**config.mk**
```make
export PLATFORM = sky130hd
export DESIGN_NAME = mem_bus_resp
export DESIGN_NICKNAME = d
export VERILOG_FILES = /design/src/rtl/mem_bus_resp.sv
export SDC_FILE = /design/constraint.sdc
export NUM_CORES = 2
export LEC_CHECK = 0
export ABC_AREA = 1
export CAP_MARGIN = 20
export CORE_MARGIN = 2
export CORE_UTILIZATION = 54
export DETAILED_ROUTE_END_ITERATION = 8
export PLACE_DENSITY_LB_ADDON = 0.05
export SLEW_MARGIN = 20
export SYNTH_ARGS = -nofsm -noshare
export SYNTH_HDL_FRONTEND = slang
export SYNTH_SLANG_ARGS = --single-unit
```
**constraint.sdc**
```tcl
create_clock -name clk_sys -period 12 [get_ports clk_sys]
set_clock_uncertainty 0.1 [all_clocks]
set_input_delay 3.6 -clock clk_sys [delete_from_list [all_inputs] [get_ports clk_sys]]
set_output_delay 3.6 -clock clk_sys [all_outputs]
set_load 0.02 [all_outputs]
```
**src/rtl/mem_bus_resp.sv**
```systemverilog
// Bus-side responder for one memory module: translates {segment, page} to a
// physical frame, runs read/write/configure bus cycles and answers with ok/en.
module mem_bus_resp #(
  parameter int MODULE_NUM = 0,
  parameter int CPU_NUMBER = 0
) (
  input  logic        clk_sys,
  input  logic        reset,
  input  logic        w,
  input  logic        r,
  input  logic        s,
  input  logic [3:0]  nb,
  input  logic        pn,
  input  logic [15:0] ad,
  input  logic [15:0] dt_in,
  output logic        ok,
  output logic        en,
  output logic [15:0] dt_out,
  output logic        dt_oe,
  output logic [15:0] mem_a,
  output logic [15:0] mem_d,
  output logic        mem_we,
  input  logic [15:0] mem_q
);

  // Bus bit 0 is the MSB: ad[0:3] (page) maps to ad[15:12] here, and so on.
  localparam logic [3:0] MOD_ID    = 4'(MODULE_NUM);
  localparam logic       CPU_ID    = 1'(CPU_NUMBER);
  localparam bit         HARDWIRED = (MODULE_NUM == 0);

  typedef enum logic [2:0] {
    IDLE,
    DECODE,
    READ,
    RESP,
    IGNORE
  } state_t;

  state_t state_reg, state_next;

  logic        w_reg, r_reg, s_reg, pn_reg;
  logic [11:0] off_reg;
  logic [15:0] dt_reg;
  logic        hit_reg;
  logic [3:0]  frame_rd_reg;

  logic        ok_reg, ok_next;
  logic        en_reg, en_next;
  logic        dt_oe_reg, dt_oe_next;
  logic [15:0] dt_out_reg, dt_out_next;
  logic        mem_we_next;
  logic        map_we;

  logic [255:0] valid_reg;
  logic [3:0]   frame_mem [256];

  logic       any_req;
  logic       latch;
  logic       multi;
  logic [7:0] rd_idx;
  logic [7:0] wr_idx;
  logic       hard_hit;

  assign any_req  = w | r | s;
  assign latch    = (state_reg == IDLE) && any_req;
  assign multi    = (w_reg & r_reg) | (w_reg & s_reg) | (r_reg & s_reg);
  assign rd_idx   = {nb, ad[15:12]};
  assign wr_idx   = {dt_reg[3:0], dt_reg[15:12]};
  assign hard_hit = HARDWIRED && (rd_idx == 8'd0);

  // Request latch; the map lookup is done at the same edge so that the
  // frame is ready while DECODE presents the RAM address.
  always_ff @(posedge clk_sys or posedge reset) begin
    if (reset) begin
      w_reg        <= 1'b0;
      r_reg        <= 1'b0;
      s_reg        <= 1'b0;
      pn_reg       <= 1'b0;
      off_reg      <= '0;
      dt_reg       <= '0;
      hit_reg      <= 1'b0;
      frame_rd_reg <= '0;
    end else if (latch) begin
      w_reg        <= w;
      r_reg        <= r;
      s_reg        <= s;
      pn_reg       <= pn;
      off_reg      <= ad[11:0];
      dt_reg       <= dt_in;
      hit_reg      <= hard_hit | valid_reg[rd_idx];
      frame_rd_reg <= hard_hit ? 4'd0 : frame_mem[rd_idx];
    end
  end

  // Valid bits need a reset; frame numbers live in plain RAM.
  always_ff @(posedge clk_sys or posedge reset) begin
    if (reset) begin
      valid_reg <= '0;
    end else if (map_we) begin
      valid_reg[wr_idx] <= off_reg[0];
    end
  end

  always_ff @(posedge clk_sys) begin
    if (map_we) begin
      frame_mem[wr_idx] <= dt_reg[7:4];
    end
  end

  always_ff @(posedge clk_sys or posedge reset) begin
    if (reset) begin
      state_reg  <= IDLE;
      ok_reg     <= 1'b0;
      en_reg     <= 1'b0;
      dt_oe_reg  <= 1'b0;
      dt_out_reg <= '0;
    end else begin
      state_reg  <= state_next;
      ok_reg     <= ok_next;
      en_reg     <= en_next;
      dt_oe_reg  <= dt_oe_next;
      dt_out_reg <= dt_out_next;
    end
  end

  always_comb begin
    state_next  = state_reg;
    ok_next     = ok_reg;
    en_next     = en_reg;
    dt_oe_next  = dt_oe_reg;
    dt_out_next = dt_out_reg;
    mem_we_next = 1'b0;
    map_we      = 1'b0;
    case (state_reg)
      IDLE: begin
        if (any_req) begin
          state_next = DECODE;
        end
      end
      DECODE: begin
        if (multi) begin
          en_next    = 1'b1;
          state_next = RESP;
        end else if (pn_reg != CPU_ID) begin
          state_next = IGNORE;
        end else if (s_reg) begin
          if (dt_reg[11:8] == MOD_ID) begin
            map_we     = 1'b1;
            ok_next    = 1'b1;
            state_next = RESP;
          end else begin
            state_next = IGNORE;
          end
        end else if (!hit_reg) begin
          state_next = IGNORE;
        end else if (w_reg) begin
          mem_we_next = 1'b1;
          ok_next     = 1'b1;
          state_next  = RESP;
        end else begin
          state_next = READ;
        end
      end
      READ: begin
        dt_out_next = mem_q;
        ok_next     = 1'b1;
        dt_oe_next  = 1'b1;
        state_next  = RESP;
      end
      RESP: begin
        // Response stays up until the bus drops every request line.
        if (!any_req) begin
          ok_next    = 1'b0;
          en_next    = 1'b0;
          dt_oe_next = 1'b0;
          state_next = IDLE;
        end
      end
      IGNORE: begin
        if (!any_req) begin
          state_next = IDLE;
        end
      end
      default: begin
        state_next = IDLE;
      end
    endcase
  end

  // Offset passes straight through, so page wrap never carries into the frame.
  assign mem_a  = {frame_rd_reg, off_reg};
  assign mem_d  = dt_reg;
  assign mem_we = mem_we_next;
  assign ok     = ok_reg;
  assign en     = en_reg;
  assign dt_oe  = dt_oe_reg;
  assign dt_out = dt_out_reg;

endmodule

```
After elaboration in Yosys (flattened, before gate mapping) --
Memory sizes are Yosys's and may differ from the RTL's. Index checks and enable logic that the tools add are counted.
Operators by class: magnitude comparators 3, mux-type cells 39, reduce and logical (&&, ||, !) cells 13, equality and inequality tests 13, bitwise operators 8
Operators with widths (number):
- $bwmux 256 | 1
- $mux 1 | 24
- $mux 3 | 7
- $lt 8x9->1 const B | 2
- $ne 2x2->1 const B | 6
- $pmux 3 s4 | 1
- $ne 3x3->1 const B | 3
- $bmux 1 s8 | 1
- $demux 1 s8 | 1
- $ge 8x1->1 const B | 1
- $logic_not 8->1 | 1
- $reduce_and 7->1 | 1
- $eq 3x2->1 const B | 2
- $or 1x1->1 | 5
- $logic_not 4->1 | 1
- $mux 4 | 1
- $pmux 1 s2 | 2
- $reduce_and 2->1 | 2
- $reduce_bool 2->1 | 2
- $and 1x1->1 | 3
- $eq 3x1->1 const B | 1
- $eq 3x3->1 const B | 1
- $logic_not 3->1 | 1
- $pmux 1 s3 | 1
- 4 further kinds | 5
Word-level totals: output and inout bits 52, memories 1, RAM bits 1024, register bits after elaboration 315, input port bits 58
Memories:
- frame_mem | depth 256, bits a word 4, rd ports 1, clocked after memory_dff 0, write ports 1, line 55 | logic [3:0] frame_mem [256];

Logic depth before layout (Yosys ltp) --
word-level depth 8, mapped depth 20, depth with buffers taken out 17

Worst setup path after synthesis --
Ideal clock, no wire load.
kind reg2out, from reg dt_reg[4] (netlist: mem_d[4]), to out mem_d[4], cell stages (with the launch flop) 1, slack 5001 ps, arrival 3299 ps, cells stage by stage dfrtp_1
RTL lines:
- from (decl) | line 43 | logic [15:0] dt_reg;
- from (signal assigned) | line 89 | dt_reg <= dt_in;
- to (decl) | line 21 | output logic [15:0] mem_d,
No word-level cell between the ends.

Final worst setup path --
from in ad[12], to reg frame_rd_reg[3]
Between the ends: longest elaborated chain between the ends 2, elaborated cells on any way between the ends 3, classes of those cells mux (1); reduce/logical (1); memory (1)
Ends and longest elaborated chain:
- from (decl) | line 14 | input logic [15:0] ad,
- $mem_v2 256x4 or $logic_not 8->1 (tied branches)
- $mux 4 (*) | line 91 | frame_rd_reg <= hard_hit ? 4'd0 : frame_mem[rd_idx];
- to (signal assigned) | line 91
- to (decl) | line 45 | logic [3:0] frame_rd_reg;
Mark *: on every way between the ends. The rest lies on a longest branch, timed or not. A chain may end at the register's enable or synchronous reset.

==> out/qor.yml <==
sta:
  hold_violations: 0
  tns_ps: 0
  relSlewSlack_pct: 19.7
  max_freq_ghz: 0.147
  period_minus_slack_ps: 6780
  worstMarginPinSlew_ps: 1200
  finalSetupViolations: 0
  rsz0062_at_grt: "false"
  final_max_slew_viol_count: 0
  hold_ws_ps: 390
  fin_crit_sh_pct: 56.5
pwr:
  p_comb_share_pct: 16.2
  power_leakage_nw: 23.9
  power_w: 0.0122
  p_sw_share_pct: 28.5
  internal-power_w: 0.00869
  pwr-share-clk_pct: 36.1
  seqPwrFrac_pct: 47.7
  power.switching_w: 0.00347
  ir_worst_vdd_uv: 182
  cellPowerDensity_nw_per_um2: 191
setup_path:
  rr_endpoint: "frame_mem[43][0]"
  worst-path-buf-inv: 3
  path_class: "input port to flop"
  startpoint_type: "input port"
  arrival_ps: 7360
  cpLargestDelayFamily: "buffers and inverters"
  path_depth: 15
  cp_common_cell: "nand3_1"
  path_cells: "buf_8 > buf_12 > buf_4 > nor2_1 > nor2_1 > o21ai_0 > nand3_1 > nand3_1 > nand2_1 > nand3_1 > nand3_1 > nand3_1 > nand2_1 > nand2_1 > nand2_1"
  rr_worst_depth: 3
  crit_required_ps: 12570
  r2r_start: "mem_d[4]"
  slowest_delay_ps: 900
  end_kind: "flop"
  crit_fanout: 191
  rrSetupSlack_ps: 8560
  cpMaxStageDelayCell: "buf_4"
min_path:
  whs_endpoint: "valid_reg[224]"
  holdCritStartpoint: "valid_reg[224]"
  hold_class: "flop to flop"
  holdPathStages: 2
floorplan:
  coreArea_um2: 105000
  die_w_um: 329
  io-pin-count: 110
  start_util_pct: 54.3
  die_h_um: 329
  row_count: 119
  fp.dieArea_um2: 108000
route:
  firstDrtPassIters: 6
  vias: 40400
  wire_per_inst_um: 23.1
  wirelength_um: 163000
  viasPerCell: 5.74
  drc_errors: 0
  drtIter0Drc: 4368
  ant_nets: 0
yosys:
  synth_area_per_cell_um2: 10.3
  synthCells: 5551
  synth_fp_nets: 5609
  yosysSeqAreaShare_pct: 67.6
  mappedNetlistArea_um2: 57100
  synth_cell_types: 31
  ys_ff_latch: 1339
  synth-main-ff-cell: "edfxtp_1"
  postSynth.asyncResetShare_pct: 23.5
  synth_edf_count: 1024
  synth_warnings: 0
global_route:
  grt_overflow: 0
  grt_max_degree: 195
  first_global_vias: 39100
  track_usage_pct: 30.3
  grt_pass1_wl_um: 247000
  grt_antenna_before_repair: 3
place:
  dp.cells: 6764
  hpwl_um: 89600
  gp_congestion: 0.861
  io_buffers: 109
cts:
  cts_root_buffer: "clkbuf_16"
  clk_pin_slew_ps: 60
  cts.sinks: 1339
  cts_hold_buf: 0
  ctsResizeCount: 0
  cts_buffer_depth: 3
  post-cts-setup-buffer-count: 0
  clk_latency_ps: 740
  h-tree-depth: 4
  cts_tree: "done"
  cts_buffers: 142
layout:
  final_layout_size_suffix_gt1_share_pct: 6.62
  fin_cells: 7030
  synthToLayoutAreaGrowth_pct: 11.7
  largest_reg_flops: 1024
  final_nets: 5575
run_status:
  outcome: "completed"
job:
  maxCapViolations: 0
-- metrics by stage --
| step | worst slack [ps] | area [um2] | utilization, % |
|---|---|---|---|
| 3_3_place_gp | 4620 | 59100 | 56.2 |
| 2_1_floorplan | 4100 | 57100 | - |
| 4_1_cts | 5350 | 63800 | 60.7 |
| 3_5_place_dp | 4580 | 59100 | 56.2 |
| 6_report | 5220 | 63800 | 60.7 |
| 5_1_grt | 4990 | 63800 | 60.7 |
-- placed cells by master, fill, tap and decap left out, drive strengths merged --
| cell type | synthesis | final |
|---|---|---|
| bufinv | 0 | 6 |
| nand3 | 294 | 294 |
| mux2 | 36 | 36 |
| a21oi | 127 | 127 |
| dfrtp | 315 | 315 |
| clkdlybuf4s50 | 0 | 104 |
| nor3 | 7 | 7 |
| buf | 161 | 64 |
| o211ai | 126 | 126 |
| nand4 | 1 | 1 |
| diode | 0 | 1 |
| a31oi | 1 | 1 |
| o21ai | 753 | 753 |
| or2 | 2 | 2 |
| clkinvlp | 0 | 1 |
| clkinv | 7 | 46 |
| a22oi | 6 | 6 |
| o21a | 1 | 1 |
| nor2 | 1068 | 1068 |
| o2bb2ai | 3 | 3 |
| clkbuf | 185 | 217 |
| o22ai | 8 | 8 |
| nor3b | 1 | 1 |
| inv | 298 | 300 |
| edfxtp | 1024 | 1024 |
| nand2 | 1127 | 1127 |
-- worst max-delay path by stage --
stage / start / end
2_1_floorplan: reset / dt_oe
3_3_place_gp: ad[12] / frame_rd_reg[2]
3_5_place_dp: ad[12] / frame_rd_reg[2]
4_1_cts: ad[12] / frame_rd_reg[0]
5_1_grt: ad[12] / frame_rd_reg[1]
6_report: ad[12] / frame_rd_reg[3]
-- per-layer routing --
metal,share of wire (%),wire (um),track usage (%),up-vias
li1,-,-,-,18700
met1,42,68100,42.3,19700
met2,47,76400,48.4,1625
met3,7.8,12600,5.12,282
met4,3.4,5470,10.5,0
met5,0,0,0,-
-- cells by family (layout without fill, tap and decap cells) --
| logic type | after synthesis | after routing | share of synthesized area (%) |
|---|---|---|---|
| flops | 1339 | 1339 | 67.6 |
| simple gates | 2500 | 2500 | 17.3 |
| mux | 36 | 36 | 0.710 |
| other cells | 0 | 1 | 0 |
| compound gates | 1025 | 1025 | 9.60 |
| buf+inv | 651 | 738 | 4.70 |
-- worst register-to-register path: stages (launching register included) --
cell     delay, ps
dfrtp_4        800
buf_4          620
buf_4          740
buf_6          770
-- cells in the mapped netlist (5+ instances only) --
| library cell | number | area share (%) |
|---|---|---|
| buf_4 | 20 | 0.26 |
| nor2_1 | 1040 | 6.8 |
| a21oi_1 | 127 | 1.1 |
| nand3_1 | 294 | 2.6 |
| nand2_1 | 1122 | 7.4 |
| nor2_2 | 27 | 0.30 |
| edfxtp_1 | 1024 | 54 |
| nand2_2 | 5 | 0.055 |
| clkbuf_1 | 185 | 1.2 |
| mux2_2 | 36 | 0.71 |
| o211ai_1 | 126 | 1.7 |
| o21ai_1 | 8 | 0.070 |
| a22oi_1 | 6 | 0.079 |
| o22ai_1 | 8 | 0.088 |
| buf_2 | 119 | 1.0 |
| buf_1 | 20 | 0.13 |
| inv_1 | 291 | 1.9 |
| dfrtp_1 | 315 | 14 |
| o21ai_0 | 745 | 6.5 |
| inv_2 | 7 | 0.046 |
| clkinv_1 | 7 | 0.046 |
-- power by group through the flow --
stage	registers (W)	logic, W	clock network [W]
final	0.00581	0.00197	0.00439
after global routing	0.00582	0.00212	0.00462
after CTS	0.00581	0.00197	0.00443
after detailed placement	0.00591	0.00197	0
after global placement	0.00590	0.00195	0
after floorplan	0.00630	0.000718	0
-- area by class of cell --
| cell class | count | area (um2) |
|---|---|---|
| Timing Repair Buffer | 168 | 1690 |
| Clock inverter | 48 | 387 |
| Multi-Input combinational cell | 3561 | 15800 |
| Antenna cell | 1 | 2.50 |
| Tap cell | 1391 | 1740 |
| Clock buffer | 217 | 4300 |
| Sequential cell | 1339 | 38700 |
| Fill cell | 8681 | 41300 |
| Inverter | 305 | 1160 |
(Power assumes the default switching activity.)
